## src/rtl/simd_core_pkg.sv

```systemverilog
// Shared SIMD core definitions: scoreboard geometry, FU index map,
// per-slot state record and a popcount helper for the busy counter.
package simd_core_pkg;

  localparam int NUM_FU   = 11;  // functional units == scoreboard slots
  localparam int ADDR_W   = 5;   // vector register address width
  localparam int LAT_W    = 4;   // latency counter width
  localparam int FU_IDX_W = 4;   // width of FU index fields on the bus
  localparam int CNT_W    = 4;   // width of the busy slot count

  // Functional unit index map (slot number == FU index)
  localparam logic [FU_IDX_W-1:0] FU_VALU0 = 4'd0;
  localparam logic [FU_IDX_W-1:0] FU_VALU1 = 4'd1;
  localparam logic [FU_IDX_W-1:0] FU_VMUL0 = 4'd2;
  localparam logic [FU_IDX_W-1:0] FU_VMUL1 = 4'd3;
  localparam logic [FU_IDX_W-1:0] FU_VDIV  = 4'd4;
  localparam logic [FU_IDX_W-1:0] FU_VLD0  = 4'd5;
  localparam logic [FU_IDX_W-1:0] FU_VLD1  = 4'd6;
  localparam logic [FU_IDX_W-1:0] FU_VST   = 4'd7;
  localparam logic [FU_IDX_W-1:0] FU_VRED  = 4'd8;
  localparam logic [FU_IDX_W-1:0] FU_VPERM = 4'd9;
  localparam logic [FU_IDX_W-1:0] FU_VCMP  = 4'd10;

  // One scoreboard entry. cnt==0 on a valid slot means "wait for writeback".
  typedef struct packed {
    logic              valid;
    logic              regwrite;
    logic [ADDR_W-1:0] vdst;
    logic [LAT_W-1:0]  cnt;
  } slot_t;

  // Number of set bits in a slot bitmap
  function automatic logic [CNT_W-1:0] popcount(input logic [NUM_FU-1:0] v);
    logic [CNT_W-1:0] c;
    c = '0;
    for (int i = 0; i < NUM_FU; i++) begin
      c = c + CNT_W'(v[i]);
    end
    return c;
  endfunction

endpackage

```

## src/rtl/simd_dest_scoreboard_if.sv

```systemverilog
// Issue / writeback / query / status bundle between decode (master)
// and the destination scoreboard (slave).
interface simd_dest_scoreboard_if;
  import simd_core_pkg::*;

  // issue channel
  logic                     issue_valid;
  logic [FU_IDX_W-1:0]      issue_fu;
  logic [ADDR_W-1:0]        issue_vdst;
  logic                     issue_regwrite;
  logic [LAT_W-1:0]         issue_lat;
  logic                     issue_ready;
  // writeback channel
  logic                     wb_valid;
  logic [FU_IDX_W-1:0]      wb_fu;
  // decode source query
  logic [ADDR_W-1:0]        qry_rs;
  logic [ADDR_W-1:0]        qry_rt;
  // published scoreboard state
  logic [NUM_FU*ADDR_W-1:0] fu_vdst_addr;
  logic [NUM_FU-1:0]        fu_busy;
  logic [NUM_FU-1:0]        fu_regwrite;
  logic                     raw_hazard;
  logic [CNT_W-1:0]         busy_cnt;

  modport master (
    output issue_valid, issue_fu, issue_vdst, issue_regwrite, issue_lat,
    output wb_valid, wb_fu, qry_rs, qry_rt,
    input  issue_ready, fu_vdst_addr, fu_busy, fu_regwrite, raw_hazard, busy_cnt
  );

  modport slave (
    input  issue_valid, issue_fu, issue_vdst, issue_regwrite, issue_lat,
    input  wb_valid, wb_fu, qry_rs, qry_rt,
    output issue_ready, fu_vdst_addr, fu_busy, fu_regwrite, raw_hazard, busy_cnt
  );

endinterface

```

## src/rtl/scoreboard_slot.sv

```systemverilog
// One scoreboard entry: loads on issue, counts latency down, and clears
// on expiry (cnt==1) or on writeback. A load always takes priority so a
// same-cycle writeback cannot wipe a freshly issued instruction.
module scoreboard_slot
  import simd_core_pkg::*;
(
  input  logic              clk,
  input  logic              rst,
  input  logic              load,
  input  logic              load_regwrite,
  input  logic [ADDR_W-1:0] load_vdst,
  input  logic [LAT_W-1:0]  load_lat,
  input  logic              wb,
  output logic              valid,
  output logic              regwrite,
  output logic [ADDR_W-1:0] vdst,
  output logic              valid_next
);

  slot_t state_reg;
  slot_t state_next;

  // Next-state: load, else clear on writeback/expiry, else count down
  always_comb begin
    state_next = state_reg;
    if (load) begin
      state_next.valid    = 1'b1;
      state_next.regwrite = load_regwrite;
      state_next.vdst     = load_vdst;
      state_next.cnt      = load_lat;
    end else if (state_reg.valid) begin
      if (wb || (state_reg.cnt == LAT_W'(1))) begin
        // writeback and expiry landing together collapse into one clear
        state_next = '0;
      end else if (state_reg.cnt > LAT_W'(1)) begin
        state_next.cnt = state_reg.cnt - LAT_W'(1);
      end
    end
  end

  // Slot state register
  always_ff @(posedge clk or posedge rst) begin
    if (rst) begin
      state_reg <= '0;
    end else begin
      state_reg <= state_next;
    end
  end

  assign valid      = state_reg.valid;
  assign regwrite   = state_reg.valid & state_reg.regwrite;
  assign vdst       = state_reg.vdst;
  assign valid_next = state_next.valid;

endmodule

```

## src/rtl/simd_dest_scoreboard.sv

```systemverilog
// Per-FU destination register scoreboard. Decodes issue and writeback
// onto NUM_FU slots, answers RAW queries for the decode instruction and
// publishes destination addresses, busy bitmap and a registered busy count.
// Optional feature macro: SCOREBOARD_BYPASS_EN -- a writeback in cycle C
// frees its slot in C for both the RAW query and a new issue.
module simd_dest_scoreboard
  import simd_core_pkg::*;
(
  input  logic                 clk,
  input  logic                 rst,
  simd_dest_scoreboard_if.slave bus
);

  logic [NUM_FU-1:0] issue_sel;      // one-hot decode of issue_fu
  logic [NUM_FU-1:0] wb_hit;         // writeback aimed at a valid slot
  logic [NUM_FU-1:0] bypass;         // slot treated as free this cycle
  logic [NUM_FU-1:0] load;           // slot accepts the issue at the edge
  logic [NUM_FU-1:0] slot_valid;
  logic [NUM_FU-1:0] slot_regwrite;
  logic [NUM_FU-1:0] valid_next;
  logic [NUM_FU-1:0] qry_hit;
  logic [ADDR_W-1:0] slot_vdst [NUM_FU];

  logic              in_range;
  logic              sel_busy;
  logic              ready;
  logic [CNT_W-1:0]  busy_cnt_reg;

  // Out-of-range FU indices select no slot and are refused outright
  assign in_range = (bus.issue_fu < FU_IDX_W'(NUM_FU));
  assign sel_busy = |(issue_sel & slot_valid & ~bypass);
  assign ready    = ~rst & bus.issue_valid & in_range & ~sel_busy;

  assign bus.issue_ready = ready;

  generate
    for (genvar gi = 0; gi < NUM_FU; gi++) begin : g_slot
      assign issue_sel[gi] = (bus.issue_fu == FU_IDX_W'(gi));
      assign wb_hit[gi]    = bus.wb_valid & (bus.wb_fu == FU_IDX_W'(gi)) & slot_valid[gi];
`ifdef SCOREBOARD_BYPASS_EN
      assign bypass[gi]    = wb_hit[gi];
`else
      assign bypass[gi]    = 1'b0;
`endif
      assign load[gi]      = ready & issue_sel[gi];
      // register 0 is an ordinary register here: a match on it is a hazard
      assign qry_hit[gi]   = slot_regwrite[gi] & ~bypass[gi] &
                             ((slot_vdst[gi] == bus.qry_rs) | (slot_vdst[gi] == bus.qry_rt));

      scoreboard_slot u_slot (
        .clk          (clk),
        .rst          (rst),
        .load         (load[gi]),
        .load_regwrite(bus.issue_regwrite),
        .load_vdst    (bus.issue_vdst),
        .load_lat     (bus.issue_lat),
        .wb           (wb_hit[gi]),
        .valid        (slot_valid[gi]),
        .regwrite     (slot_regwrite[gi]),
        .vdst         (slot_vdst[gi]),
        .valid_next   (valid_next[gi])
      );
    end
  endgenerate

  // Pack slot destinations onto the flat bus, FU0 at the LSBs
  always_comb begin
    bus.fu_vdst_addr = '0;
    for (int i = 0; i < NUM_FU; i++) begin
      bus.fu_vdst_addr[i*ADDR_W +: ADDR_W] = slot_vdst[i];
    end
  end

  // Busy count tracks the slot registers by counting their next state
  always_ff @(posedge clk or posedge rst) begin
    if (rst) begin
      busy_cnt_reg <= '0;
    end else begin
      busy_cnt_reg <= popcount(valid_next);
    end
  end

  assign bus.fu_busy     = slot_valid;
  assign bus.fu_regwrite = slot_regwrite;
  assign bus.raw_hazard  = |qry_hit;
  assign bus.busy_cnt    = busy_cnt_reg;

endmodule

```

## src/flat_wrapper.sv

```systemverilog
// flat-port wrapper written by rule: the top's interface ports become plain ports
module simd_dest_scoreboard_flat import simd_core_pkg::*;
  (clk, rst, bus_issue_valid, bus_issue_fu, bus_issue_vdst, bus_issue_regwrite, bus_issue_lat, bus_wb_valid, bus_wb_fu, bus_qry_rs, bus_qry_rt, bus_issue_ready, bus_fu_vdst_addr, bus_fu_busy, bus_fu_regwrite, bus_raw_hazard, bus_busy_cnt);
  simd_dest_scoreboard_if bus_i ();
  input  logic clk;
  input  logic rst;
  input wire logic [$bits(bus_i.issue_valid)-1:0] bus_issue_valid;
  input wire logic [$bits(bus_i.issue_fu)-1:0] bus_issue_fu;
  input wire logic [$bits(bus_i.issue_vdst)-1:0] bus_issue_vdst;
  input wire logic [$bits(bus_i.issue_regwrite)-1:0] bus_issue_regwrite;
  input wire logic [$bits(bus_i.issue_lat)-1:0] bus_issue_lat;
  input wire logic [$bits(bus_i.wb_valid)-1:0] bus_wb_valid;
  input wire logic [$bits(bus_i.wb_fu)-1:0] bus_wb_fu;
  input wire logic [$bits(bus_i.qry_rs)-1:0] bus_qry_rs;
  input wire logic [$bits(bus_i.qry_rt)-1:0] bus_qry_rt;
  output wire logic [$bits(bus_i.issue_ready)-1:0] bus_issue_ready;
  output wire logic [$bits(bus_i.fu_vdst_addr)-1:0] bus_fu_vdst_addr;
  output wire logic [$bits(bus_i.fu_busy)-1:0] bus_fu_busy;
  output wire logic [$bits(bus_i.fu_regwrite)-1:0] bus_fu_regwrite;
  output wire logic [$bits(bus_i.raw_hazard)-1:0] bus_raw_hazard;
  output wire logic [$bits(bus_i.busy_cnt)-1:0] bus_busy_cnt;
  assign bus_i.issue_valid = bus_issue_valid;
  assign bus_i.issue_fu = bus_issue_fu;
  assign bus_i.issue_vdst = bus_issue_vdst;
  assign bus_i.issue_regwrite = bus_issue_regwrite;
  assign bus_i.issue_lat = bus_issue_lat;
  assign bus_i.wb_valid = bus_wb_valid;
  assign bus_i.wb_fu = bus_wb_fu;
  assign bus_i.qry_rs = bus_qry_rs;
  assign bus_i.qry_rt = bus_qry_rt;
  assign bus_issue_ready = bus_i.issue_ready;
  assign bus_fu_vdst_addr = bus_i.fu_vdst_addr;
  assign bus_fu_busy = bus_i.fu_busy;
  assign bus_fu_regwrite = bus_i.fu_regwrite;
  assign bus_raw_hazard = bus_i.raw_hazard;
  assign bus_busy_cnt = bus_i.busy_cnt;
  simd_dest_scoreboard u_core (.clk(clk), .rst(rst), .bus(bus_i));
endmodule
```

## config.mk

```make
export PLATFORM = sky130hd
export DESIGN_NAME = simd_dest_scoreboard_flat
export DESIGN_NICKNAME = d
export VERILOG_FILES = /design/src/rtl/simd_core_pkg.sv /design/src/rtl/simd_dest_scoreboard_if.sv /design/src/rtl/scoreboard_slot.sv /design/src/rtl/simd_dest_scoreboard.sv /design/src/flat_wrapper.sv
export SDC_FILE = /design/constraint.sdc
export NUM_CORES = 1
export LEC_CHECK = 0
export BUFFER_PORTS_ARGS = -buffer_cell sky130_fd_sc_hd__clkbuf_2
export CAP_MARGIN = 20
export CORE_ASPECT_RATIO = 0.6
export CORE_MARGIN = 2
export CORE_UTILIZATION = 50
export CTS_CLUSTER_DIAMETER = 50
export DETAILED_ROUTE_END_ITERATION = 10
export PLACE_DENSITY = 0.83
export SETUP_SLACK_MARGIN = 0.2
export SLEW_MARGIN = 10
export SYNTH_ARGS = -nofsm -noshare
export SYNTH_HDL_FRONTEND = slang
export SYNTH_SLANG_ARGS = --single-unit
```

## constraint.sdc

```tcl
create_clock -name clk -period 13.13 [get_ports clk]
set_input_delay 2.626 -clock clk [delete_from_list [all_inputs] [get_ports clk]]
set_output_delay 2.626 -clock clk [all_outputs]
set_load 0.01 [all_outputs]
```

==> results.cfg <==
[critical_path]
r2r_start = u_core.g_slot[6].u_slot.valid
reg2regPathDepth = 13
cp_cell_sequence = clkbuf_2 > xor2_1 > nor4_1 > nand3_1 > o2111ai_1 > a21oi_1 > nand3_1 > clkbuf_2
crit_slowest_cell = nor4_1
critical_path_arrival_ns = 4.30
crit_required_ns = 10.50
r2r_end = u_core.bus.busy_cnt[2]
startpoint_type = primary input
path_class = primary input to output port
ff2ff_setup_slack_ns = 8.45
cpPeakStageDelay_ns = 0.31
cp-end-kind = output port
cp-startpoint = bus_qry_rs[2]
cp_max_fo = 11

[placed_design]
hpwlAfterDp_mm = 18.6
place_area_um2 = 8640
gp_congestion = 0.963
io_buffers = 114

[timing]
fin_crit_sh_pct = 52.7
hold_slack_ns = 0.473
fin_skew_ns = 0.0101
post-route-min-period_ns = 6.92
worst_pin_slew_ns = 1.00
setup_tns_ns = 0
rsz0062_at_grt = no
relSlewSlack_pct = 33.0
maxSlewViolCount = 0
setup_viol = 0
max_freq_mhz = 144
hold_viol = 0

[power_and_ir_drop]
power_mw = 1.92
ir_drop_mv = 0.112
leakage_nw = 4.16
p_per_area_nw_per_um2 = 208

[min_path]
hold_depth = 2
min_to = u_core.g_slot[10].u_slot.state_reg[9]
hold_path.class = flop to flop
worstHoldStart = u_core.g_slot[10].u_slot.state_reg[9]

[clocking]
clock_latency_ns = 0.41
tritoncts = done
path_clk_slew_ns = 0.06
cts_resized = 0
htree_levels = 4
cts_inserted_buffers = 17
cts.sinks = 125
clockRootBuffer = clkbuf_16
postCtsHoldBufs = 0
cts_max_path_buffers = 2
post_cts_buffers = 0

[global_routing]
grt_pass1_wl_mm = 39.2
track_usage_pct = 27.9
grt_start_max_net_pins = 79
antenna_found_initial = 1
gr-total-overflow = 0
grt_pass1_vias = 6914

[yosys]
synth_xor_area_share_pct = 11.4
synth_area_leaders = dfrtp_1 (37%), buf_4 (6.9%), xnor2_1 (6.8%)
synth.distinct_cells = 63
ys_ff_latch = 125
synth_top_area_cell = dfrtp_1
synth_top_flop_cell = dfrtp_1
muxShareOfSynthArea_pct = 0.469
yosys.area_share.simple_pct = 18.5
netlist_area_um2 = 8540
ys_async_sr_fraction_pct = 100
syn_nets = 1016
ys_seq_area_share_pct = 36.6
synth-compound-area-share_pct = 16.3
syn_inst = 954
ys_warn_count = 0
synth_top_family_by_area = simple AND/OR/NAND/NOR gates
synth-edff-count = 0
syn_area_per_cell_um2 = 8.95
netlist.area_leader.share_pct = 36.6
synthAdderAreaFrac_pct = 5.01

[drt]
wirelength_mm = 25.2
viasPerCell = 6.13
wl_per_cell_um = 20.7
via_count = 7456
drc = 0
dr.first_iter.drc_count = 1017
drt-pass1-iter-count = 5
drt.antenna.violating_nets = 0

[flow_run]
max-cap-violations = 0

[final_layout]
fin_nets = 1036
drive_gt1_share_pct = 16.0
final_common_cell = dfrtp_1
final_cell_mix = dfrtp_1 (125), clkbuf_2 (115), xnor2_1 (66)
fin_area_um2 = 9220
area_delta_synth_final_pct = 7.96
fill_cells = 1455

[floorplan]
fp.coreArea_um2 = 16500
die_w_um = 173
io-pin-count = 115
rows = 36
initial_core_util_pct = 51.8
fp.dieH_um = 105
dieArea_um2 = 18200

[status]
outcome = finished clean
-- through the flow --
step / utilization [%] / setup slack (ns) / instances
6_report: 55.9 / 6.21 / 1216
3_3_place_gp: 52.4 / 6.20 / 1181
5_1_grt: 55.9 / 6.11 / 1215
3_5_place_dp: 52.4 / 6.06 / 1181
2_1_floorplan: - / 6.60 / 954
4_1_cts: 55.7 / 6.32 / 1213
-- cells in the mapped netlist, drive strengths merged, types with 3 or more instances --
master,instances
a32oi,4
buf,99
ha,23
a211oi,7
nand3b,6
o2111ai,3
a22o,40
nor4b,4
and2,15
fa,7
nand4b,4
dfrtp,125
nand4,11
or3,7
nor4,20
nor3b,14
nor3,21
xor2,45
a31oi,6
inv,59
a22oi,6
a21oi,52
clkbuf,18
nand2,62
or2,4
nand3,52
nor2,46
xnor2,66
or4,4
o31ai,4
o22ai,8
mux2i,4
nand2b,11
o21ai,69
nor2b,5
-- worst max-delay path: cells and delay by family --
family                 cells  cell delay (ns)
AND/OR/NAND/NOR            3             0.66
buffers and inverters      2             0.42
AO/OA/AOI/OAI              2             0.33
XOR/XNOR                   1             0.25
-- power breakdown --
group / leakage (nW) / switching, mW / internal [mW]
Sequential: 1.63 / 0.204 / 0.520
Clock: 0.259 / 0.179 / 0.264
Combinational: 2.28 / 0.413 / 0.337
-- how the worst max path moves through the flow --
stage / endpoint / slack, ns / cells after the start
2_1_floorplan: u_core.bus.busy_cnt[2] / 6.60 / 14
3_3_place_gp: u_core.bus.busy_cnt[1] / 6.20 / 14
3_5_place_dp: u_core.bus.busy_cnt[2] / 6.06 / 14
4_1_cts: bus_raw_hazard / 6.32 / 8
5_1_grt: bus_raw_hazard / 6.11 / 8
6_report: bus_raw_hazard / 6.21 / 8
-- layer usage --
metal	GRT usage, %	up-vias	share of wire, %	wire length (um)
met5	0	-	0	0
met4	7.75	0	1.5	381
met3	10.6	51	15	3790
met2	38.3	519	41	10400
met1	40.8	3576	42	10600
li1	-	3310	-	-
-- logic make-up (layout without fill, tap and decap cells) --
| group | count (synthesis) | after routing |
|---|---|---|
| multiplexers | 4 | 4 |
| buffers and inverters | 176 | 209 |
| adder cells (fa/ha/maj) | 30 | 30 |
| flip-flops | 125 | 125 |
| AND/OR/NAND/NOR | 291 | 291 |
| XOR/XNOR | 111 | 111 |
| other | 0 | 1 |
| AO/OA/AOI/OAI | 217 | 217 |
-- cell type report --
| cell class | count | area (um^2) | share of cell area (%) |
|---|---|---|---|
| multi-input cells | 653 | 4420 | 47.9 |
| flip-flops and latches | 125 | 3130 | 33.9 |
| repair buffers | 118 | 618 | 6.70 |
| clock buffers | 21 | 450 | 4.89 |
| well taps | 228 | 285 | 3.09 |
| inverters | 59 | 224 | 2.43 |
| clock inverters | 11 | 93.8 | 1.02 |
| diodes | 1 | 2.50 | 0.0271 |
Note: power is estimated with default switching activity, not from simulation.
